===== src/rtl/i2c_slv_l2_dma_ctrl_if.sv =====
// ---------------------------------------------------------------------------
// i2c_slv_l2_dma_ctrl_if
// Groups the RX byte stream (from the I2C slave) and the L2 req/gnt write
// port of the I2C-to-L2 DMA controller.
//   rx_valid_i / rx_data_i / rx_ready_o : byte stream, accepted on valid&ready
//   mem_req_o / mem_addr_o / mem_wdata_o / mem_be_o / mem_gnt_i :
//      word write port, transfer completes in the cycle req & gnt
// Modports:
//   master : the DMA controller (consumes bytes, issues memory writes)
//   slave  : the environment (byte source + memory)
// ---------------------------------------------------------------------------
interface i2c_slv_l2_dma_ctrl_if #(
   parameter int unsigned ADDR_WIDTH = 32
) ();

   logic                  rx_valid_i;
   logic [7:0]            rx_data_i;
   logic                  rx_ready_o;

   logic                  mem_req_o;
   logic [ADDR_WIDTH-1:0] mem_addr_o;
   logic [31:0]           mem_wdata_o;
   logic [3:0]            mem_be_o;
   logic                  mem_gnt_i;

   modport master (
      input  rx_valid_i,
      input  rx_data_i,
      output rx_ready_o,
      output mem_req_o,
      output mem_addr_o,
      output mem_wdata_o,
      output mem_be_o,
      input  mem_gnt_i
   );

   modport slave (
      output rx_valid_i,
      output rx_data_i,
      input  rx_ready_o,
      input  mem_req_o,
      input  mem_addr_o,
      input  mem_wdata_o,
      input  mem_be_o,
      output mem_gnt_i
   );

endinterface


===== src/rtl/i2c_slv_l2_dma_ctrl.sv =====
// ---------------------------------------------------------------------------
// i2c_slv_l2_dma_ctrl
// Moves bytes received by the I2C slave into an L2 buffer without core
// involvement. Bytes are packed little-endian into 32-bit words and written
// through a req/gnt port; an interrupt pulse marks the end of a message
// (I2C stop), after which firmware can read the whole message from L2.
//
// Ports:
//   clk_i, rst_i           : clock, synchronous active-high reset
//   cfg_en_i               : controller enable (live)
//   cfg_irq_en_i           : interrupt enable (live)
//   cfg_base_addr_i        : L2 buffer base, bits [1:0] ignored
//   cfg_len_i              : buffer capacity in bytes
//   start_i / stop_i       : 1-cycle I2C start(+addr match) / stop pulses
//   bus (master modport)   : RX byte stream + L2 write port
//   busy_o                 : high outside IDLE
//   byte_cnt_o             : bytes stored for the current/last message
//   ovf_o                  : sticky, bytes dropped because buffer was full
//   irq_o                  : 1-cycle completion pulse
// ---------------------------------------------------------------------------
module i2c_slv_l2_dma_ctrl #(
   parameter int unsigned ADDR_WIDTH = 32,
   parameter int unsigned LEN_WIDTH  = 16
) (
   input  logic                  clk_i,
   input  logic                  rst_i,
   input  logic                  cfg_en_i,
   input  logic                  cfg_irq_en_i,
   input  logic [ADDR_WIDTH-1:0] cfg_base_addr_i,
   input  logic [LEN_WIDTH-1:0]  cfg_len_i,
   input  logic                  start_i,
   input  logic                  stop_i,
   i2c_slv_l2_dma_ctrl_if.master bus,
   output logic                  busy_o,
   output logic [LEN_WIDTH-1:0]  byte_cnt_o,
   output logic                  ovf_o,
   output logic                  irq_o
);

   localparam logic [1:0] S_IDLE    = 2'd0;
   localparam logic [1:0] S_COLLECT = 2'd1;
   localparam logic [1:0] S_WRITE   = 2'd2;
   localparam logic [1:0] S_DONE    = 2'd3;

   logic [1:0]            state_q,     state_d;
   logic [ADDR_WIDTH-1:0] ptr_q,       ptr_d;
   logic [31:0]           wdata_q,     wdata_d;
   logic [3:0]            be_q,        be_d;
   logic [1:0]            lane_q,      lane_d;
   logic [LEN_WIDTH-1:0]  cnt_q,       cnt_d;
   logic [LEN_WIDTH-1:0]  len_q,       len_d;
   logic                  ovf_q,       ovf_d;
   logic                  stop_pend_q, stop_pend_d;
   logic                  rx_ready_q,  rx_ready_d;
   logic                  mem_req_q,   mem_req_d;
   logic                  busy_q,      busy_d;
   logic                  irq_q,       irq_d;

   logic                  byte_acc;
   logic                  word_done;

   assign byte_acc  = bus.rx_valid_i & rx_ready_q;
   assign word_done = mem_req_q & bus.mem_gnt_i;

   // Next-state and datapath update
   always_comb begin
      state_d     = state_q;
      ptr_d       = ptr_q;
      wdata_d     = wdata_q;
      be_d        = be_q;
      lane_d      = lane_q;
      cnt_d       = cnt_q;
      len_d       = len_q;
      ovf_d       = ovf_q;
      stop_pend_d = stop_pend_q;

      case (state_q)
         S_IDLE: begin
            if (start_i && cfg_en_i) begin
               state_d     = S_COLLECT;
               // masking keeps the low address bits word aligned
               ptr_d       = cfg_base_addr_i & ~ADDR_WIDTH'(3);
               len_d       = cfg_len_i;
               cnt_d       = '0;
               ovf_d       = 1'b0;
               lane_d      = 2'd0;
               be_d        = 4'd0;
               wdata_d     = 32'd0;
               stop_pend_d = 1'b0;
            end
         end

         S_COLLECT: begin
            if (!cfg_en_i) begin
               // abort: partial word is discarded, no interrupt
               state_d     = S_IDLE;
               lane_d      = 2'd0;
               be_d        = 4'd0;
               wdata_d     = 32'd0;
               stop_pend_d = 1'b0;
            end else begin
               if (byte_acc) begin
                  if (cnt_q < len_q) begin
                     wdata_d[{lane_q, 3'b000} +: 8] = bus.rx_data_i;
                     be_d[lane_q] = 1'b1;
                     lane_d       = lane_q + 2'd1;
                     cnt_d        = cnt_q + LEN_WIDTH'(1);
                     if (lane_q == 2'd3) begin
                        state_d = S_WRITE;
                     end
                  end else begin
                     // buffer full: still acknowledged so SCL is never held
                     ovf_d = 1'b1;
                  end
               end
               // stop is evaluated after the byte above, so be_d covers both
               if (stop_i) begin
                  stop_pend_d = 1'b1;
                  state_d     = (be_d != 4'd0) ? S_WRITE : S_DONE;
               end
            end
         end

         S_WRITE: begin
            if (stop_i) begin
               stop_pend_d = 1'b1;
            end
            if (word_done) begin
               ptr_d   = ptr_q + ADDR_WIDTH'(4);
               be_d    = 4'd0;
               lane_d  = 2'd0;
               wdata_d = 32'd0;
               if (!cfg_en_i) begin
                  state_d     = S_IDLE;
                  stop_pend_d = 1'b0;
               end else if (stop_pend_q || stop_i) begin
                  state_d = S_DONE;
               end else begin
                  state_d = S_COLLECT;
               end
            end
         end

         S_DONE: begin
            stop_pend_d = 1'b0;
            state_d     = S_IDLE;
         end

         default: begin
            state_d = S_IDLE;
         end
      endcase

      // registered outputs follow the state being entered
      rx_ready_d = (state_d == S_COLLECT);
      mem_req_d  = (state_d == S_WRITE);
      busy_d     = (state_d != S_IDLE);
      irq_d      = (state_d == S_DONE) && cfg_irq_en_i;
   end

   // State and output registers
   always_ff @(posedge clk_i) begin
      if (rst_i) begin
         state_q     <= S_IDLE;
         ptr_q       <= '0;
         wdata_q     <= 32'd0;
         be_q        <= 4'd0;
         lane_q      <= 2'd0;
         cnt_q       <= '0;
         len_q       <= '0;
         ovf_q       <= 1'b0;
         stop_pend_q <= 1'b0;
         rx_ready_q  <= 1'b0;
         mem_req_q   <= 1'b0;
         busy_q      <= 1'b0;
         irq_q       <= 1'b0;
      end else begin
         state_q     <= state_d;
         ptr_q       <= ptr_d;
         wdata_q     <= wdata_d;
         be_q        <= be_d;
         lane_q      <= lane_d;
         cnt_q       <= cnt_d;
         len_q       <= len_d;
         ovf_q       <= ovf_d;
         stop_pend_q <= stop_pend_d;
         rx_ready_q  <= rx_ready_d;
         mem_req_q   <= mem_req_d;
         busy_q      <= busy_d;
         irq_q       <= irq_d;
      end
   end

   assign bus.rx_ready_o  = rx_ready_q;
   assign bus.mem_req_o   = mem_req_q;
   assign bus.mem_addr_o  = ptr_q;
   assign bus.mem_wdata_o = wdata_q;
   assign bus.mem_be_o    = be_q;
   assign busy_o          = busy_q;
   assign byte_cnt_o      = cnt_q;
   assign ovf_o           = ovf_q;
   assign irq_o           = irq_q;

endmodule

===== src/flat_wrapper.sv =====
// flat-port wrapper written by rule: the top's interface ports become plain ports
module i2c_slv_l2_dma_ctrl_flat 
#(
   parameter int unsigned ADDR_WIDTH = 32,
   parameter int unsigned LEN_WIDTH  = 16
)
  (clk_i, rst_i, cfg_en_i, cfg_irq_en_i, cfg_base_addr_i, cfg_len_i, start_i, stop_i, busy_o, byte_cnt_o, ovf_o, irq_o, bus_rx_valid_i, bus_rx_data_i, bus_rx_ready_o, bus_mem_req_o, bus_mem_addr_o, bus_mem_wdata_o, bus_mem_be_o, bus_mem_gnt_i);
  i2c_slv_l2_dma_ctrl_if #(.ADDR_WIDTH(ADDR_WIDTH)) bus_i ();
  input  logic clk_i;
  input  logic rst_i;
  input  logic cfg_en_i;
  input  logic cfg_irq_en_i;
  input  logic [ADDR_WIDTH-1:0] cfg_base_addr_i;
  input  logic [LEN_WIDTH-1:0] cfg_len_i;
  input  logic start_i;
  input  logic stop_i;
  output logic busy_o;
  output logic [LEN_WIDTH-1:0] byte_cnt_o;
  output logic ovf_o;
  output logic irq_o;
  input wire logic [$bits(bus_i.rx_valid_i)-1:0] bus_rx_valid_i;
  input wire logic [$bits(bus_i.rx_data_i)-1:0] bus_rx_data_i;
  output wire logic [$bits(bus_i.rx_ready_o)-1:0] bus_rx_ready_o;
  output wire logic [$bits(bus_i.mem_req_o)-1:0] bus_mem_req_o;
  output wire logic [$bits(bus_i.mem_addr_o)-1:0] bus_mem_addr_o;
  output wire logic [$bits(bus_i.mem_wdata_o)-1:0] bus_mem_wdata_o;
  output wire logic [$bits(bus_i.mem_be_o)-1:0] bus_mem_be_o;
  input wire logic [$bits(bus_i.mem_gnt_i)-1:0] bus_mem_gnt_i;
  assign bus_i.rx_valid_i = bus_rx_valid_i;
  assign bus_i.rx_data_i = bus_rx_data_i;
  assign bus_rx_ready_o = bus_i.rx_ready_o;
  assign bus_mem_req_o = bus_i.mem_req_o;
  assign bus_mem_addr_o = bus_i.mem_addr_o;
  assign bus_mem_wdata_o = bus_i.mem_wdata_o;
  assign bus_mem_be_o = bus_i.mem_be_o;
  assign bus_i.mem_gnt_i = bus_mem_gnt_i;
  i2c_slv_l2_dma_ctrl #(.ADDR_WIDTH(ADDR_WIDTH), .LEN_WIDTH(LEN_WIDTH)) u_core (.clk_i(clk_i), .rst_i(rst_i), .cfg_en_i(cfg_en_i), .cfg_irq_en_i(cfg_irq_en_i), .cfg_base_addr_i(cfg_base_addr_i), .cfg_len_i(cfg_len_i), .start_i(start_i), .stop_i(stop_i), .bus(bus_i), .busy_o(busy_o), .byte_cnt_o(byte_cnt_o), .ovf_o(ovf_o), .irq_o(irq_o));
endmodule

===== config.mk =====
export PLATFORM = sky130hd
export DESIGN_NAME = i2c_slv_l2_dma_ctrl_flat
export DESIGN_NICKNAME = d
export VERILOG_FILES = /design/src/rtl/i2c_slv_l2_dma_ctrl_if.sv /design/src/rtl/i2c_slv_l2_dma_ctrl.sv /design/src/flat_wrapper.sv
export SDC_FILE = /design/constraint.sdc
export NUM_CORES = 1
export LEC_CHECK = 0
export CORE_ASPECT_RATIO = 1.5
export CORE_UTILIZATION = 50
export DETAILED_ROUTE_END_ITERATION = 6
export HOLD_SLACK_MARGIN = 0.08
export PLACE_DENSITY = 0.88
export SETUP_SLACK_MARGIN = 0.05
export SYNTH_ARGS = -nofsm -noshare
export SYNTH_HDL_FRONTEND = slang
export SYNTH_SLANG_ARGS = --single-unit

===== constraint.sdc =====
create_clock -name clk_i -period 2.8 [get_ports clk_i]
set_input_delay 0.42 -clock clk_i [delete_from_list [all_inputs] [get_ports clk_i]]
set_output_delay 0.42 -clock clk_i [all_outputs]
set_load 0.03 [all_outputs]

### Word-level counts from Yosys, hierarchy flattened

Cells that the tools add are included.

| word-level totals | value |
|---|---|
| register bits | 110 |
| bits of input ports | 64 |

| cells by class | value |
|---|---|
| add/sub/neg operators | 4 |
| order comparisons | 3 |
| eq/ne operators | 15 |
| shift-type cells | 2 |
| muxes and demuxes | 51 |
| bitwise logic cells | 3 |
| reduce and logical (&&, ||, !) cells | 16 |

Operator list:

| operator | count |
|---|---|
| two-way mux 32 bit | 7 |
| one-hot mux 32 bit (3 select lines) | 1 |
| two-way mux 16 bit | 4 |
| one-hot mux 32 bit (2 select lines) | 1 |
| adder 32 x 3 -> 32 bit, second input constant | 1 |
| bitwise mux 32 bit | 1 |
| one-hot mux 16 bit (2 select lines) | 1 |
| variable shift 8 x 7 -> 32 bit, first input constant | 1 |
| indexed part select 8 x 7 -> 32 bit | 1 |
| two-way mux 2 bit | 14 |
| two-way mux 4 bit | 7 |
| adder 16 x 1 -> 16 bit, second input constant | 1 |
| less-than comparator 16 bit | 1 |
| AND reduction 5 bit | 3 |
| one-hot mux 4 bit (3 select lines) | 1 |
| equality test 2 bit, second input constant | 5 |
| two-way mux 1 bit | 9 |
| inequality test 2 x 1 -> 1 bit, second input constant | 4 |
| one-hot mux 2 bit (4 select lines) | 1 |
| negation 5 -> 7 bit | 1 |
| inequality test 3 x 2 -> 1 bit, second input constant | 2 |
| one-hot mux 2 bit (3 select lines) | 1 |
| AND reduction 3 bit | 2 |
| nonzero test 2 bit | 3 |
| 16 further kinds | 21 |

### Logic depth before layout (Yosys ltp)

| depth | value |
|---|---|
| depth in word-level cells | 16 |
| mapped depth | 11 |

### Least setup slack after synthesis

Ideal clock, no wire load.

| timing path | value |
|---|---|
| path kind | reg-to-reg |
| start | register u_core.cnt_q[13] (netlist: u_core.byte_cnt_o[13]) |
| end | register u_core.wdata_q[4] (netlist: u_core.bus.mem_wdata_o[4]) |
| library setup time | 0.116 ns |
| data arrival time | 2.576 ns |
| path slack | 0.107 ns |
| cell stages (with the launch flop) | 9 |
| clock period less this slack | 2.693 ns |
| cells stage by stage | dfxtp_1 ha_1 a211o_1 o211ai_1 nand3_2 o41a_4 buf_6 o311a_1 a41o_1 |

| on the way | value |
|---|---|
| longest elaborated chain between the ends | 3 |

Ends and longest elaborated chain:

| item | line | source |
|---|---|---|
| start, declared | i2c_slv_l2_dma_ctrl.sv:50 | `logic [LEN_WIDTH-1:0] cnt_q, cnt_d;` |
| start signal, assigned | i2c_slv_l2_dma_ctrl.sv:183 | `cnt_q <= cnt_d;` |
| less-than comparator 16 bit | i2c_slv_l2_dma_ctrl.sv:103 | `if (cnt_q < len_q) begin` |
| inequality test 3 x 2 -> 1 bit (no line) | n/a |  |
| AND reduction 5 bit (no line) | n/a |  |
| end signal, assigned | i2c_slv_l2_dma_ctrl.sv:180 | `wdata_q <= wdata_d;` |
| end, declared | i2c_slv_l2_dma_ctrl.sv:47 | `logic [31:0] wdata_q, wdata_d;` |

No other way between the ends.
A chain may end at the register's enable or synchronous reset.

### Worst setup path in the final report

| timing path | value |
|---|---|
| start | register u_core.len_q[13] |
| end | register u_core.cnt_q[5] (netlist: u_core.byte_cnt_o[5]) |

| on the way | value |
|---|---|
| longest elaborated chain between the ends | 3 |

Ends and longest elaborated chain:

| item | line | source |
|---|---|---|
| start, declared | i2c_slv_l2_dma_ctrl.sv:51 | `logic [LEN_WIDTH-1:0] len_q, len_d;` |
| start signal, assigned | i2c_slv_l2_dma_ctrl.sv:184 | `len_q <= len_d;` |
| less-than comparator 16 bit | i2c_slv_l2_dma_ctrl.sv:103 |  |
| inequality test 2 x 1 -> 1 bit (no line) | n/a |  |
| AND reduction 5 bit (no line) | n/a |  |

No other way between the ends.

==> results.json <==
{
  "outcome": "finished clean",
  "tightest_slew_ns": 0.942,
  "wl_per_cell_um": 16.7,
  "die_y_um": 135,
  "seqPwrFrac_pct": 41.9,
  "clock_path_buffers": 2,
  "cp-startpoint": "u_core.len_q[13]$_SDFFE_PP0P_",
  "synth_ff_type": "dfxtp_1",
  "final.min_clock_period_ns": 2.62,
  "hold_class": "in -> reg",
  "power_w": 0.00419,
  "drc": 0,
  "wirelength_mm": 17.5,
  "hold_depth": 3,
  "hold_viol": 0,
  "insertedDiodeCount": 0,
  "synthCells": 751,
  "area_delta_synth_final_pct": 34.2,
  "viasPerCell": 6.13,
  "cts_tree": "yes",
  "yosysWarnings": 0,
  "cp_max_fo": 20,
  "gp_congestion": 0.911,
  "placed_cells": 1031,
  "slew_headroom_pct": 36.9,
  "grt_max_degree": 77,
  "clock_skew_ns": 0.0109,
  "crit_path_start_kind": "flop",
  "final_nets": 981,
  "antenna_found_initial": 0,
  "ys_ff_latch": 108,
  "p_per_area_nw_per_um2": 527,
  "io_pins": 153,
  "die_width_um": 90.9,
  "hold_start": "rst_i",
  "worstReg2RegStart": "u_core.len_q[13]$_SDFFE_PP0P_",
  "arrival_ns": 2.92,
  "firstDrtPassIters": 7,
  "rows": 48,
  "syn-cell-area_um2": 5920,
  "cp.required_ns": 3.09,
  "finalSetupViolCount": 0,
  "vdd_ir_drop_max_mv": 0.361,
  "p_switching_w": 0.00146,
  "internal_power_w": 0.00273,
  "reg2regPathDepth": 9,
  "p_leak_nw": 2.87,
  "cts_buffers": 9,
  "synth.avg_cell_area_um2": 7.88,
  "nFillCells": 955,
  "ctsRootBufferMaster": "clkbuf_16",
  "setup_tns_ns": 0,
  "start_util_pct": 51.3,
  "h-tree-depth": 3,
  "clock_latency_ns": 0.36,
  "async_reset_ff_share_pct": 0,
  "rsz0062_at_grt": "false",
  "dp_hpwl_mm": 12.5,
  "track_usage_pct": 28.3,
  "worstSetupEndpointType": "flop",
  "grt_pass1_vias": 5917,
  "cts.sinks": 108,
  "final_cells": 1047,
  "drtIter0Drc": 301,
  "io_buffers": 148,
  "crit_type": "reg -> reg",
  "vias": 6423,
  "overflow": 0,
  "clkTransAtPathRegs_ns": 0.08,
  "slew_violations": 0,
  "dieArea_um2": 12300,
  "synth_edf_count": 0,
  "hold_ws_ns": 0.387,
  "p_clk_share_pct": 30.9,
  "synth_cell_type_count": 64,
  "switching_share_pct": 34.9,
  "coreArea_um2": 11500,
  "power.share.combinational_pct": 27.2,
  "ant_nets": 0,
  "ys_seq_area_share_pct": 36.5,
  "maxCapViolCount": 0,
  "fin_crit_sh_pct": 93.7,
  "drive_above_1_share_pct": 7.69,
  "fmax_mhz": 381,
  "grt_pass1_wl_mm": 28.2
}
==> worst paths after layout <==
path | to | slack (ns)
setup / recovery | u_core.byte_cnt_o[5]$_SDFFE_PP0P_ | 0.18
hold / removal | u_core.ovf_o$_SDFFE_PP0P_ | 0.39
setup reg to reg | u_core.byte_cnt_o[5]$_SDFFE_PP0P_ | 0.18
hold reg to reg | u_core.len_q[4]$_SDFFE_PP0P_ | 0.46
==> cell type report <==
cell class                 instances  area [um2]  share of cell area, %
sequential                       108        2160                   27.2
clock inverter                     7        78.8                  0.992
timing repair buffer             180        1730                   21.8
multi-input combinational        559        3440                   43.2
tap                              150         188                   2.36
clock buffer                       9         225                   2.83
inverter                          34         128                   1.61
==> cell families after synthesis <==
logic type | count (synthesis) | share of synthesized area, %
other cells | 1 | 0.0633
mux | 5 | 0.845
compound gates | 251 | 27.4
flops | 108 | 36.5
buf+inv | 85 | 5.87
simple gates | 276 | 24.0
fa+ha+maj | 25 | 5.28
==> metrics by stage <==
stage | setup WS [ns] | utilization (%) | area (um2)
floorplan | 0.107 | - | 5920
global placement | 0.175 | 66.2 | 7640
detailed placement | 0.117 | 66.2 | 7640
CTS | 0.0926 | 68.9 | 7940
global route | 0.0533 | 68.9 | 7950
finish | 0.176 | 68.9 | 7950
==> Yosys cell counts, types with 3 or more instances <==
library cell | instances | area [um2]
dfxtp_1 | 108 | 2160
or4_1 | 5 | 37.5
o2111ai_1 | 4 | 35.0
o21a_1 | 8 | 60.1
buf_1 | 4 | 15.0
nor4_1 | 14 | 87.6
and2_1 | 4 | 25.0
a211oi_1 | 13 | 97.6
a21o_1 | 3 | 22.5
nand3_1 | 24 | 120
o31a_1 | 4 | 35.0
a21oi_1 | 88 | 440
nand2_1 | 89 | 334
o31ai_1 | 12 | 90.1
a41o_1 | 11 | 110
and3_1 | 8 | 50.1
nor2b_1 | 6 | 37.5
nor2_1 | 41 | 154
a31oi_1 | 9 | 56.3
buf_2 | 5 | 25.0
or2_2 | 6 | 37.5
and4_1 | 8 | 70.1
nand4_1 | 36 | 225
ha_1 | 25 | 313
mux2i_1 | 5 | 50.1
o21ai_0 | 63 | 315
o22ai_1 | 4 | 25.0
clkbuf_1 | 38 | 143
inv_1 | 33 | 124
o311a_1 | 8 | 80.1
nor3_1 | 22 | 110
==> registers in the layout (all words and copies together), names as in the netlist <==
name and flops:
u_core.bus.mem_addr_o 30, u_core.len_q 16, u_core.bus.mem_be_o 4, u_core.bus.mem_req_o 1, u_core.stop_pend_q 1, u_core.irq_o 1
u_core.byte_cnt_o 16, u_core.bus.mem_wdata_o 32, u_core.ovf_o 1, u_core.lane_q 2, u_core.state_q 2, u_core.busy_o 1
u_core.bus.rx_ready_o 1
==> layer usage <==
metal / share of wire [%] / global-route usage [%] / wire [um]
met1: 39 / 33.0 / 6820
met2: 50 / 49.7 / 8820
met3: 6.6 / 4.94 / 1150
met4: 4.1 / 14.0 / 720
met5: 0 / 0 / 0
==> repair_timing <==
item / 4_1_cts / 5_1_grt
setup buffers: 0 / 0
hold buffers: 0 / 0
endpoints found under the setup margin: 0 / 8
resized for setup: 0 / 1
==> cells in the final DEF (no fill, tap or decap), drive strengths merged, types with 3 or more instances in the layout <==
cell type,count
inv,36
or4,5
and3,8
o311a,8
mux2i,5
a21o,3
clkdlybuf4s50,147
a41o,11
a31oi,9
and4,8
nor2,41
ha,25
nor3,23
a211oi,13
o41ai,3
o31a,4
o31ai,12
clkinv,3
o21ai,63
dfxtp,108
or2,6
and2,4
a21oi,88
o21a,8
nor2b,6
nand4,36
nand3,25
nor4b,4
buf,33
nor4,14
clkbuf,9
o2111ai,4
o22ai,4
nand2,89
==> power groups by stage <==
stage / sequential [W] / combinational [W] / clock (W)
detailed placement: 0.00179 / 0.00112 / 0
floorplan: 0.00191 / 0.000541 / 0
global route: 0.00177 / 0.00123 / 0.00137
global placement: 0.00178 / 0.00110 / 0
CTS: 0.00175 / 0.00113 / 0.00131
finish: 0.00176 / 0.00114 / 0.00129
==> worst max-delay path: stages, from the launching register on <==
cell      delay (ns)
dfxtp_1         0.33
inv_1           0.05
ha_1            0.28
a211o_1         0.26
o211ai_1        0.16
nand3_2         0.19
o41a_1          0.49
buf_12          0.17
or4_1           0.47
a21oi_1         0.14
No activity file was read; power rests on OpenSTA's default activity.
